**src/rtl/dac_window_pkg.sv**
```systemverilog
// ----------------------------------------------------------------------------
// dac_window_pkg
//   Shared definitions for the DAC time-window spike discriminator:
//   FSM state encoding, default sizes and the field layout of the exported
//   fsm_window_state word.
// ----------------------------------------------------------------------------
package dac_window_pkg;

    localparam int NCH_DEFAULT   = 8;
    localparam int CNT_W_DEFAULT = 16;

    // fsm_window_state = {count[15:0], hit[7:0], 6'b0, state[1:0]}
    localparam int COUNT_LSB = 16;
    localparam int HIT_LSB   = 8;
    localparam int STATE_LSB = 0;

    typedef enum logic [1:0] {
        ST_IDLE  = 2'd0,
        ST_COUNT = 2'd1,
        ST_EVAL  = 2'd2
    } win_state_t;

endpackage

```
**src/rtl/dac_window_channel.sv**
```systemverilog
// ----------------------------------------------------------------------------
// dac_window_channel
//   One channel of the window discriminator. Records whether a threshold
//   crossing fell inside this channel's [win_start, win_stop] window during
//   the current sequence, and reports whether that outcome satisfies the
//   channel's inclusion/exclusion rule.
// Ports
//   dataclk    in   system clock
//   reset      in   synchronous, active-high
//   clear      in   block disabled: drop the hit bit
//   restart    in   trigger tick: the hit bit restarts from this tick's result
//   check_en   in   this tick is part of the sequence and is window-checked
//   count      in   sample index of the current tick
//   win_start  in   window start (inclusive)
//   win_stop   in   window stop (inclusive); start > stop never hits
//   thresh     in   threshold crossing for the current sample
//   edge_type  in   0 = crossing required, 1 = crossing forbidden
//   enable     in   channel participates in the decision
//   hit        out  sticky in-window crossing flag
//   ok         out  channel satisfies its rule (always 1 when disabled)
// ----------------------------------------------------------------------------
module dac_window_channel
    import dac_window_pkg::*;
#(
    parameter int CNT_W = CNT_W_DEFAULT
) (
    input  logic             dataclk,
    input  logic             reset,
    input  logic             clear,
    input  logic             restart,
    input  logic             check_en,
    input  logic [CNT_W-1:0] count,
    input  logic [CNT_W-1:0] win_start,
    input  logic [CNT_W-1:0] win_stop,
    input  logic             thresh,
    input  logic             edge_type,
    input  logic             enable,
    output logic             hit,
    output logic             ok
);

    logic in_window;
    logic hit_now;

    // Both bounds inclusive and unsigned; an inverted window is empty by construction.
    assign in_window = (count >= win_start) && (count <= win_stop);
    assign hit_now   = thresh && in_window;

    // NOTE: sequential state is written with non-blocking assignments so every
    // register samples the pre-edge values, independent of statement order.
    always_ff @(posedge dataclk) begin
        if (reset || clear) begin
            hit <= 1'b0;
        end else if (check_en) begin
            hit <= (restart ? 1'b0 : hit) | hit_now;
        end
    end

    assign ok = !enable || (edge_type ? !hit : hit);

endmodule

```
**src/rtl/dac_window_discriminator.sv**
```systemverilog
// ----------------------------------------------------------------------------
// dac_window_discriminator
//   Time-window spike discriminator for the DAC channels. A rising crossing
//   on channel 0 starts a sample-counted sequence; every channel checks for
//   crossings inside its own window, and at the configured maximum count a
//   pass/fail decision is issued.
// Ports
//   dataclk           in   system clock, single domain
//   reset             in   synchronous, active-high
//   sample_tick       in   one-cycle pulse per sample frame
//   thresh_in         in   per-channel crossing, valid on sample_tick
//   DAC_en            in   channel participates in the decision
//   DAC_fsm_mode      in   block enable; 0 forces IDLE and clears results
//   DAC_start_win     in   packed window starts, ch k at [CNT_W*k +: CNT_W]
//   DAC_stop_win      in   packed window stops, same packing
//   DAC_stop_max      in   sample count at which the decision is made
//   DAC_edge_type     in   0 = inclusion, 1 = exclusion
//   window_pass       out  one-cycle pulse on a passing decision
//   window_match      out  result of the last decision, held
//   busy              out  high in COUNT or EVAL
//   fsm_window_state  out  {count, hit, 6'b0, state}
// ----------------------------------------------------------------------------
module dac_window_discriminator
    import dac_window_pkg::*;
#(
    parameter int NCH   = NCH_DEFAULT,
    parameter int CNT_W = CNT_W_DEFAULT
) (
    input  logic                 dataclk,
    input  logic                 reset,
    input  logic                 sample_tick,
    input  logic [NCH-1:0]       thresh_in,
    input  logic [NCH-1:0]       DAC_en,
    input  logic                 DAC_fsm_mode,
    input  logic [NCH*CNT_W-1:0] DAC_start_win,
    input  logic [NCH*CNT_W-1:0] DAC_stop_win,
    input  logic [CNT_W-1:0]     DAC_stop_max,
    input  logic [NCH-1:0]       DAC_edge_type,
    output logic                 window_pass,
    output logic                 window_match,
    output logic                 busy,
    output logic [31:0]          fsm_window_state
);

    win_state_t           state, state_next;
    logic [CNT_W-1:0]     count, count_next, count_inc;
    logic                 prev0;

    logic [NCH*CNT_W-1:0] snap_start, snap_stop;
    logic [CNT_W-1:0]     snap_stop_max;
    logic [NCH-1:0]       snap_edge, snap_en;

    logic                 trigger;
    logic                 check_en;
    logic [CNT_W-1:0]     chk_count;
    logic [NCH-1:0]       hit, ok;
    logic                 pass_all;

    // A tick in EVAL is handled like an IDLE tick, so only COUNT blocks a
    // retrigger. prev0 makes channel 0 edge-sensitive across ticks.
    assign trigger   = sample_tick && DAC_fsm_mode && thresh_in[0] && !prev0
                       && (state != ST_COUNT);
    assign check_en  = sample_tick && DAC_fsm_mode && (trigger || state == ST_COUNT);

    // count holds the index of the last processed tick; the trigger tick is
    // index 0 and each COUNT tick is the next index. Since count < stop_max
    // while in COUNT, the increment can never wrap.
    assign count_inc = count + CNT_W'(1);
    assign chk_count = trigger ? '0 : count_inc;

    // ---------------------------------------------------------------- FSM
    always_ff @(posedge dataclk) begin
        if (reset) begin
            state <= ST_IDLE;
            count <= '0;
        end else begin
            state <= state_next;
            count <= count_next;
        end
    end

    // NOTE: every signal written here gets a default first, so no path can
    // leave it unassigned and infer a latch.
    always_comb begin
        state_next = state;
        count_next = count;
        if (!DAC_fsm_mode) begin
            state_next = ST_IDLE;
            count_next = '0;
        end else begin
            case (state)
                ST_COUNT: begin
                    if (sample_tick) begin
                        count_next = count_inc;
                        if (count_inc == snap_stop_max) begin
                            state_next = ST_EVAL;
                        end
                    end
                end
                default: begin
                    // IDLE, and EVAL which lasts a single cycle.
                    state_next = ST_IDLE;
                    if (trigger) begin
                        count_next = '0;
                        // The snapshot is not loaded yet on the trigger tick.
                        state_next = (DAC_stop_max == '0) ? ST_EVAL : ST_COUNT;
                    end
                end
            endcase
        end
    end

    // ------------------------------------------------- datapath registers
    always_ff @(posedge dataclk) begin
        if (reset) begin
            prev0         <= 1'b0;
            snap_start    <= '0;
            snap_stop     <= '0;
            snap_stop_max <= '0;
            snap_edge     <= '0;
            snap_en       <= '0;
            window_match  <= 1'b0;
        end else begin
            if (sample_tick) begin
                prev0 <= thresh_in[0];
            end
            if (trigger) begin
                snap_start    <= DAC_start_win;
                snap_stop     <= DAC_stop_win;
                snap_stop_max <= DAC_stop_max;
                snap_edge     <= DAC_edge_type;
                snap_en       <= DAC_en;
            end
            if (!DAC_fsm_mode) begin
                window_match <= 1'b0;
            end else if (state == ST_EVAL) begin
                window_match <= pass_all;
            end
        end
    end

    // ---------------------------------------------------------- channels
    for (genvar k = 0; k < NCH; k++) begin : g_ch
        dac_window_channel #(
            .CNT_W (CNT_W)
        ) u_ch (
            .dataclk   (dataclk),
            .reset     (reset),
            .clear     (!DAC_fsm_mode),
            .restart   (trigger),
            .check_en  (check_en),
            .count     (chk_count),
            // Live bounds on the trigger tick, snapshot for the rest.
            .win_start (trigger ? DAC_start_win[k*CNT_W +: CNT_W]
                                : snap_start[k*CNT_W +: CNT_W]),
            .win_stop  (trigger ? DAC_stop_win[k*CNT_W +: CNT_W]
                                : snap_stop[k*CNT_W +: CNT_W]),
            .thresh    (thresh_in[k]),
            .edge_type (snap_edge[k]),
            .enable    (snap_en[k]),
            .hit       (hit[k]),
            .ok        (ok[k])
        );
    end

    // Disabled channels report ok = 1, so no enabled channel means pass.
    assign pass_all    = &ok;

    // ----------------------------------------------------------- outputs
    assign window_pass = (state == ST_EVAL) && DAC_fsm_mode && pass_all;
    assign busy        = (state == ST_COUNT) || (state == ST_EVAL);

    always_comb begin
        fsm_window_state                     = '0;
        fsm_window_state[COUNT_LSB +: CNT_W] = count;
        fsm_window_state[HIT_LSB +: NCH]     = hit;
        fsm_window_state[STATE_LSB +: 2]     = state;
    end

endmodule
```
**config.mk**
```make
export PLATFORM = sky130hd
export DESIGN_NAME = dac_window_discriminator
export DESIGN_NICKNAME = d
export VERILOG_FILES = /design/src/rtl/dac_window_pkg.sv /design/src/rtl/dac_window_channel.sv /design/src/rtl/dac_window_discriminator.sv
export SDC_FILE = /design/constraint.sdc
export NUM_CORES = 1
export LEC_CHECK = 0
export BUFFER_PORTS_ARGS = -buffer_cell sky130_fd_sc_hd__buf_2
export CAP_MARGIN = 20
export CELL_PAD_IN_SITES_DETAIL_PLACEMENT = 1
export CELL_PAD_IN_SITES_GLOBAL_PLACEMENT = 2
export CORE_MARGIN = 4
export CORE_UTILIZATION = 34
export CTS_BUF_LIST = sky130_fd_sc_hd__clkbuf_16
export CTS_CLUSTER_SIZE = 24
export DETAILED_ROUTE_END_ITERATION = 8
export PLACE_DENSITY_LB_ADDON = 0.1
export SLEW_MARGIN = 20
export SYNTH_ARGS = -nofsm -noshare
export SYNTH_HDL_FRONTEND = slang
export SYNTH_SLANG_ARGS = --single-unit
```
**constraint.sdc**
```tcl
create_clock -name dataclk -period 5.23 [get_ports dataclk]
set_input_delay 0.523 -clock dataclk [delete_from_list [all_inputs] [get_ports dataclk]]
set_output_delay 0.523 -clock dataclk [all_outputs]
set_load 0.05 [all_outputs]
```
# Word-level counts from Yosys, hierarchy flattened
# Index checks and enable logic that the tools add are counted.
dict set report word_totals {
  register_bits 316
  in_bits 300
  output_inout_bits 35
  wordCells 148
}
dict set report op_classes {
  addsub 1
  magnitude_cmp 16
  eq_ne 6
  mux 41
  bitwise_logic 9
  reduce_logical 58
}
# op n
set op_table {}
lappend op_table {{$mux 16} 20}
lappend op_table {{$ge 16x16->1} 8}
lappend op_table {{$le 16x16->1} 8}
lappend op_table {{$logic_and 1x1->1} 23}
lappend op_table {{$logic_not 1->1} 18}
lappend op_table {{$add 16x1->16 const B} 1}
lappend op_table {{$eq 16x16->1} 1}
lappend op_table {{$logic_not 16->1} 1}
lappend op_table {{$mux 1} 16}
lappend op_table {{$logic_or 1x1->1} 11}
lappend op_table {{$mux 2} 5}
lappend op_table {{$or 1x1->1} 8}
lappend op_table {{$reduce_and 8->1} 1}
lappend op_table {{$ne 2x2->1 const B} 2}
lappend op_table {{$reduce_and 2->1} 2}
lappend op_table {{$eq 2x1->1 const B} 1}
lappend op_table {{$eq 2x2->1 const B} 1}
lappend op_table {{$ne 2x1->1 const B} 1}
lappend op_table {{$reduce_bool 2->1} 1}
lappend op_table {{$reduce_or 2->1} 1}
lappend op_table {{$not 1->1} 1}

# Longest topological paths before layout
# Gate-level depths: netlist (run 1).
dict set report logic_depth {
  depth_word 9
  ltp_mapped 16
}

# Hierarchy
# A second synthesis (run 1) with hierarchy kept.
dict set report unflattened {
  cells_unflattened 2683
  hier_area_um2 19389.8
}
# module instances cells_each area_per_inst_um2
set by_module_without_submodules {}
lappend by_module_without_submodules {dac_window_discriminator 1 1763 12593.3}
lappend by_module_without_submodules {dac_window_channel 8 115 849.6}

# Worst setup path before layout (run 1)
# No wires, ideal clock.
dict set report synth_path {
  path_kind {register -> register}
  startpoint {register state[0]}
  endpoint {register g_ch[5].u_ch.hit}
  arrival_time_ps 3913
  setup_slack_ps 1203
  path_stages_with_launch 16
  path_cell_list {dfxtp_1 ha_1 and3b_1 clkbuf_1 buf_2 buf_2 clkbuf_1 nor2_1 ha_1 a21o_1 a21o_1 a21oi_1 nor2_1 a2111oi_0 o21ai_0 o21a_1}
}
dict set report synth_via {
  elab_chain_len 7
}
# item line
set synth_rtl {}
lappend synth_rtl {{start, declared} dac_window_discriminator.sv:45} ;# win_state_t state, state_next;
lappend synth_rtl {{start signal, assigned} dac_window_discriminator.sv:77} ;# state <= state_next;
lappend synth_rtl {{$ne 2x1->1} dac_window_discriminator.sv:62} ;# && (state != ST_COUNT);
lappend synth_rtl {{$logic_and 1x1->1} dac_window_discriminator.sv:62}
lappend synth_rtl {{$mux 16 (on tied branches)} {dac_window_discriminator.sv:69, dac_window_discriminator.sv:154, dac_window_discriminator.sv:156}}
lappend synth_rtl {{$ge 16x16->1 / $le 16x16->1 (equally long branches)} dac_window_channel.sv:46} ;# assign in_window = (count >= win_start) && (count <= win_stop);
lappend synth_rtl {{$logic_and 1x1->1} dac_window_channel.sv:46}
lappend synth_rtl {{$logic_and 1x1->1} dac_window_channel.sv:47} ;# assign hit_now = thresh && in_window;
lappend synth_rtl {{$or 1x1->1} dac_window_channel.sv:55} ;# hit <= (restart ? 1'b0 : hit) | hit_now;
lappend synth_rtl {{end signal, assigned} dac_window_channel.sv:55}
lappend synth_rtl {{end, declared} dac_window_channel.sv:38} ;# output logic hit,
# Parallel ways exist; a longest one is shown, timed or not.
# A chain may end at the register's enable or synchronous reset.

# Worst setup path in the final report (run 1)
dict set report layout_path {
  startpoint {register count[0]}
  endpoint {register g_ch[5].u_ch.hit}
}
dict set report layout_via {
  elab_chain_len 6
}
# item line
set layout_rtl {}
lappend layout_rtl {{start, declared} dac_window_discriminator.sv:46} ;# logic [CNT_W-1:0] count, count_next, count_inc;
lappend layout_rtl {{start signal, assigned} dac_window_discriminator.sv:78} ;# count <= count_next;
lappend layout_rtl {{$add 16x1->16 (*)} dac_window_discriminator.sv:68} ;# assign count_inc = count + CNT_W'(1);
lappend layout_rtl {{$mux 16 (*)} dac_window_discriminator.sv:69} ;# assign chk_count = trigger ? '0 : count_inc;
lappend layout_rtl {{$ge 16x16->1 / $le 16x16->1 (equally long branches)} dac_window_channel.sv:46}
lappend layout_rtl {{$logic_and 1x1->1 (*)} dac_window_channel.sv:46}
lappend layout_rtl {{$logic_and 1x1->1 (*)} dac_window_channel.sv:47}
lappend layout_rtl {{$or 1x1->1 (*)} dac_window_channel.sv:55}
# Every way passes the cells marked *; elsewhere a longest branch is shown, timed or not.

==> results of run 1 <==
## per-stage QoR
stage / power [uW] / util, %
after floorplan: 2970 / -
after global placement: 3250 / 39.1
after detailed placement: 3270 / 39.2
after CTS: 5960 / 41.6
after global routing: 6150 / 41.6
final: 5870 / 41.6
## cell usage after synthesis (all sizes together) (5+ instances only)
library cell / instances / area share, %
clkbuf: 54 / 1.2
nand3: 22 / 0.68
a21o: 34 / 1.4
and4: 6 / 0.30
and3: 6 / 0.24
o2111ai: 5 / 0.25
a21oi: 133 / 3.8
xor2: 10 / 0.50
o21ai: 67 / 1.9
o21a: 18 / 0.77
nand2: 162 / 3.5
nor2: 307 / 6.6
nor3: 16 / 0.51
nor2b: 18 / 0.64
nand4: 40 / 1.5
a2111oi: 13 / 0.75
dfxtp: 316 / 36
or3: 5 / 0.18
nor4: 10 / 0.36
nand2b: 8 / 0.28
ha: 259 / 18
mux2i: 241 / 14
inv: 18 / 0.38
a211oi: 11 / 0.50
o211ai: 6 / 0.26
xnor2: 23 / 1.1
buf: 47 / 1.6
## path summary, 6_finish.rpt
check,end,slack (ns)
hold reg to reg,snap_en[5],0.46
setup / recovery,g_ch[5].u_ch.hit,1.08
hold / removal,snap_edge[1],0.21
setup reg to reg,g_ch[5].u_ch.hit,1.08
## flip-flops by register name (all words and copies together), names as in the netlist
signal         count
snap_start       128
prev0              1
state              2
snap_stop_max     16
count             16
window_match       1
snap_en            8
g_ch.u_ch.hit      8
snap_edge          8
snap_stop        128
## worst register-to-register path, cell delays in order (launching register included)
cell and delay [ns]:
dfxtp_1 0.51, ha_1 0.30, and3_1 0.39, nand4_2 0.27, nor2_2 0.25, xnor2_1 0.13
nor2_4 0.71, ha_1 0.29, nand4_1 0.09, or2_2 0.31, nor2_1 0.19, o21ai_0 0.16
o2111ai_1 0.14, o22ai_1 0.16, o21a_1 0.13
## power breakdown
| group | switching [uW] | leakage [uW] | internal, uW |
|---|---|---|---|
| registers | 24.1 | 0.00256 | 2480 |
| clock network | 1100 | 0.000637 | 1560 |
| logic | 406 | 0.00618 | 296 |
| total | 1530 | 0.00938 | 4330 |
## routing by layer
layer | part of all wire, % | up-vias | track usage (%)
li1 | - | 7445 | -
met1 | 46 | 7320 | 30.0
met2 | 47 | 288 | 38.1
met3 | 3.9 | 83 | 3.54
met4 | 2.4 | 6 | 5.98
met5 | 0.044 | - | 0
## cell families (layout without fill, tap and decap cells)
family,count (synthesis),count (layout)
AO/OA/AOI/OAI,332,332
XOR/XNOR,33,33
adder cells (fa/ha/maj),259,259
buffers and inverters,119,446
flip-flops,316,316
multiplexers,241,241
other,1,7
AND/OR/NAND/NOR,616,616
## cell type report
cell class / instances / share of cell area (%)
multi-input cells: 1487 / 51.0
clock buffers: 41 / 4.81
inverters: 18 / 0.317
repair buffers: 358 / 9.25
well taps: 680 / 3.99
diodes: 1 / 0.0117
flip-flops and latches: 316 / 29.7
clock inverters: 29 / 0.956
==> run_results.csv, run 1 <==
group,metric,value,unit
clock_tree,clkTransAtPathRegs,0.05,ns
setup_path,critPathRequiredTime,5.67,ns
clock_tree,holdBufCountCts,0,
pwr,leakage,0.00938,uW
placement,placement.io_buffers,328,
synthesis,yosysWarnings,0,
floorplanning,pin_count,335,
placement,place_congestion,0.809,
route,postRouteAntennaNets,0,
synthesis,synth_cells,1917,
synthesis,synth-seq-area-share,35.9,%
clock_tree,cts_resized,0,
synthesis,mappedNetlistArea,17600,sq um
timing,final.setup_skew,0.0135,ns
timing,slew_headroom,26.1,%
timing,finalSetupViolations,0,
floorplanning,start_util,34.3,%
placement,hpwl,47400,um
placement,dp.cells,2859,
finish,final_common_cell,"buf_2",
finish,fillers,5962,
clock_tree,clock_latency,0.56,ns
global_routing,grt_usage,22.5,%
placement,dp_slack,1.16,ns
setup_path,worst-path-stages,14,
setup_path,r2r-start,"count[0]",
synthesis,synth.area.mux_share,13.7,%
clock_tree,numCtsBuffers,40,
hold_path,min_from,"DAC_edge_type[1]",
global_routing,grt_pass1_wl,96900,um
timing,timing.final.crit_period,4.15,ns
finish,regArea,6330,sq um
setup_path,crit_path_max_fanout,16,
global_routing,grt_pass1_vias,15819,
finish,layout.nets,2780,
synthesis,synth_cell_type_count,68,
timing,slew_violations,0,
synthesis,synth_compound_area_share,11.8,%
synthesis,synth_seq_cells,316,
setup_path,path_class,"flop to flop",
setup_path,cp.buffers_inverters,0,
setup_path,crit_top_cell,"ha_1",
synthesis,synthXorXnorAreaFrac,1.64,%
finish,final_area,21300,sq um
finish,multi_input_area,10900,sq um
synthesis,synth-async-reset-ratio,0,%
setup_path,critical_path.startpoint_type,"flop",
timing,setup_ws,1.08,ns
clock_tree,cts_setup_buffers,0,
pwr,powerDensity,275,nW/um^2
floorplanning,num_rows,83,
clock_tree,tritoncts,"built",
timing,tightest_slew,1.11,ns
floorplanning,core_area,51300,sq um
floorplanning,die_y,236,um
job,maxCapViolCount,0,
setup_path,critical-path-max-stage-delay,0.70,ns
global_routing,grt_max_degree,152,
timing,rsz0062_at_grt,"no",
setup_path,arrival,4.59,ns
timing,hold_viol_final,0,
setup_path,cpMaxStageDelayCell,"nor2_4",
setup_path,worst_setup_path_end_kind,"flop",
setup_path,cp_top_family,"simple AND/OR/NAND/NOR gates",
global_routing,antenna_found_initial,6,
synthesis,synth_ff_type,"dfxtp_1",
setup_path,r2r_cells,14,
timing,whs,0.209,ns
floorplanning,die_area,55500,sq um
global_routing,grt_overflow,0,
route,avgRoutedWirePerCell,21.9,um
synthesis,synth_top_family_by_area,"adder cells",
timing,post-route-period-util,79.3,%
hold_path,whs_path_depth,3,
setup_path,crit_start,"count[0]",
finish,drive_above_1_share,19.7,%
synthesis,synth_simple_gate_area_share,15.4,%
timing,fmax,241,MHz
route,drt-initial-drc-count,697,
pwr,peakVddDrop,0.185,mV
hold_path,hold_path_class,"input port to flop",
clock_tree,htree_num_levels,2,
finish,syn2layout_area_growth,21.0,%
route,totalWireLength,64200,um
clock_tree,cts_root_buffer,"clkbuf_16",
floorplanning,fp.dieW,236,um
route,first_pass_iters,4,
clock_tree,clk_path_buf_depth,3,
setup_path,cp_cell_sequence,"ha_1 -> and3_1 -> nand4_2 -> nor2_2 -> xnor2_1 -> nor2_4 -> ha_1 -> nand4_1 -> or2_2 -> nor2_1 -> o21ai_0 -> o2111ai_1 -> o22ai_1 -> o21a_1",
finish,final_cells,2930,
clock_tree,cts_sinks,316,
route,vias,15142,
route,drc_errors,0,
placement,placed_area,20100,sq um
timing,final.setup.tns,0,ns
run_status,status,"completed",
synthesis,synth_fa_ha_area_share,18.4,%
finish,layout.cells.most_common_list,"buf_2 (327), dfxtp_1 (316), nor2_1 (290)",
synthesis,avgSynthCellArea,9.19,sq um
synthesis,synth-edff-count,0,
route,viasPerCell,5.17,
Note: power is estimated with default switching activity, not from simulation.
==> inputs of run 2 (changes only) <==
--- a/config.mk
+++ b/config.mk
@@ -10,7 +10,7 @@
 export CELL_PAD_IN_SITES_DETAIL_PLACEMENT = 1
 export CELL_PAD_IN_SITES_GLOBAL_PLACEMENT = 2
 export CORE_MARGIN = 4
-export CORE_UTILIZATION = 34
+export CORE_UTILIZATION = 31
 export CTS_BUF_LIST = sky130_fd_sc_hd__clkbuf_16
 export CTS_CLUSTER_SIZE = 24
 export DETAILED_ROUTE_END_ITERATION = 8
==> constraint.sdc (replaced) <==
create_clock -name dataclk -period 3.59 [get_ports dataclk]
set_input_delay 0.359 -clock dataclk [delete_from_list [all_inputs] [get_ports dataclk]]
set_output_delay 0.359 -clock dataclk [all_outputs]
set_load 0.05 [all_outputs]
==> run 2 against run 1 <==
  * Clock skew is 0.0016 ns lower
  * Fmax up 22%
  * Clock power grew 54%
  * Largest cell class unchanged
==> run_results.csv, run 2 (same netlist as run 1, synthesis figures left out) <==
group,metric,value,unit
pwr,leakage,0.00994,uW
clock_tree,holdBufCountCts,0,
route,first_pass_iters,5,
pwr,peakVddDrop,0.266,mV
finish,final_common_cell,"buf_2",
timing,whs,0.0416,ns
clock_tree,cts_root_buffer,"clkbuf_16",
finish,regArea,6330,sq um
setup_path,critPathRequiredTime,4.04,ns
clock_tree,clk_path_buf_depth,3,
clock_tree,numCtsBuffers,41,
finish,layout.cells.most_common_list,"buf_2 (327), dfxtp_1 (313), nor2_1 (291)",
floorplanning,die_y,246,um
placement,place_congestion,0.831,
finish,drive_above_1_share,23.2,%
timing,slew_headroom,36.9,%
timing,setup_ws,0.193,ns
placement,hpwl,52100,um
setup_path,arrival,3.85,ns
route,avgRoutedWirePerCell,22.1,um
timing,hold_viol_final,0,
job,maxCapViolCount,0,
timing,slew_violations,0,
finish,fillers,6578,
route,drc_errors,0,
route,viasPerCell,5.04,
global_routing,grt_pass1_vias,16318,
route,postRouteAntennaNets,0,
timing,final.setup_skew,0.0119,ns
clock_tree,clock_latency,0.57,ns
finish,final_cells,3101,
pwr,total_power,8830,uW
global_routing,antenna_found_initial,14,
clock_tree,clkTransAtPathRegs,0.06,ns
floorplanning,pin_count,335,
timing,finalSetupViolations,0,
global_routing,grt_overflow,0,
route,drt-initial-drc-count,562,
setup_path,crit_path_max_fanout,12,
global_routing,grt_usage,22.2,%
placement,placement.io_buffers,328,
setup_path,critical_path.startpoint_type,"flop",
setup_path,worst_setup_path_end_kind,"flop",
floorplanning,fp.dieW,246,um
route,totalWireLength,68600,um
hold_path,hold_path_class,"input port to flop",
clock_tree,htree_num_levels,2,
global_routing,grt_max_degree,169,
floorplanning,start_util,31.3,%
finish,layout.nets,2870,
clock_tree,tritoncts,"built",
setup_path,path_class,"flop to flop",
finish,syn2layout_area_growth,26.8,%
placement,dp_slack,-0.0623,ns
finish,largest_registers,"snap_start: 128 flops, snap_stop: 128 flops",
global_routing,grt_pass1_wl,102000,um
timing,fmax,294,MHz
timing,tightest_slew,0.945,ns
pwr,powerDensity,395,nW/um^2
floorplanning,num_rows,87,
timing,rsz0062_at_grt,"no",
finish,multi_input_area,10900,sq um
floorplanning,core_area,56300,sq um
run_status,status,"completed",
placement,dp.cells,3005,
clock_tree,cts_sinks,316,
timing,timing.final.crit_period,3.40,ns
timing,post-route-period-util,94.6,%
route,vias,15626,
floorplanning,die_area,60700,sq um
## run 2: report_power, final
part,internal (uW),total (uW),switching [uW]
clock,2440,4100,1660
combinational,465,1080,616
sequential,3610,3650,36.0
## run 2: worst paths after layout
path	startpoint	to	slack, ns	depth (start not counted)
worst max-delay path	state[1]	g_ch[6].u_ch.hit	0.19	14
worst min-delay path	DAC_edge_type[0]	snap_edge[0]	0.04	3
worst max register to register	state[1]	g_ch[6].u_ch.hit	0.19	14
worst min register to register	snap_en[5]	snap_en[5]	0.46	2
## run 2: routing by layer
layer / track usage, % / wire, um / vias up
li1: - / - / 7629
met4: 4.96 / 1250 / 10
met5: 0 / 68 / -
met3: 3.89 / 3250 / 90
met1: 30.2 / 32300 / 7580
met2: 36.8 / 31800 / 317
## run 2: area by class of cell
type	instances	area share [%]
Clock buffer	43	4.82
Clock inverter	31	1.05
Antenna cell	3	0.0336
Multi-Input combinational cell	1487	48.9
Sequential cell	316	28.3
Tap cell	756	4.24
Inverter	18	0.303
Timing Repair Buffer	447	12.3
## run 2: per-stage QoR
step	util (%)	area (sq um)	TNS, ns
final	39.7	22300	0
after global routing	39.7	22300	0
after CTS	39.3	22100	0
after detailed placement	36.9	20800	-0.0702
after global placement	36.9	20800	0
after floorplan	-	17700	-0.0102
## run 2: what timing repair did
action	4_1_cts	5_1_grt
gates cloned	0	1
pin swaps	0	3
setup buffers	2	16
setup endpoints to repair	1	8
gates resized for setup	0	20
## run 2: critical path, stage by stage, from the launching register on
cell and delay [ns]:
dfxtp_2 0.36, inv_1 0.05, ha_1 0.18, and3b_4 0.42, buf_12 0.21, buf_12 0.16, mux2i_1 0.33, ha_1 0.31
a21o_1 0.16, a21o_1 0.17, a211oi_1 0.23, o21bai_1 0.11, a21o_1 0.19, a221oi_1 0.26, o21ai_0 0.11
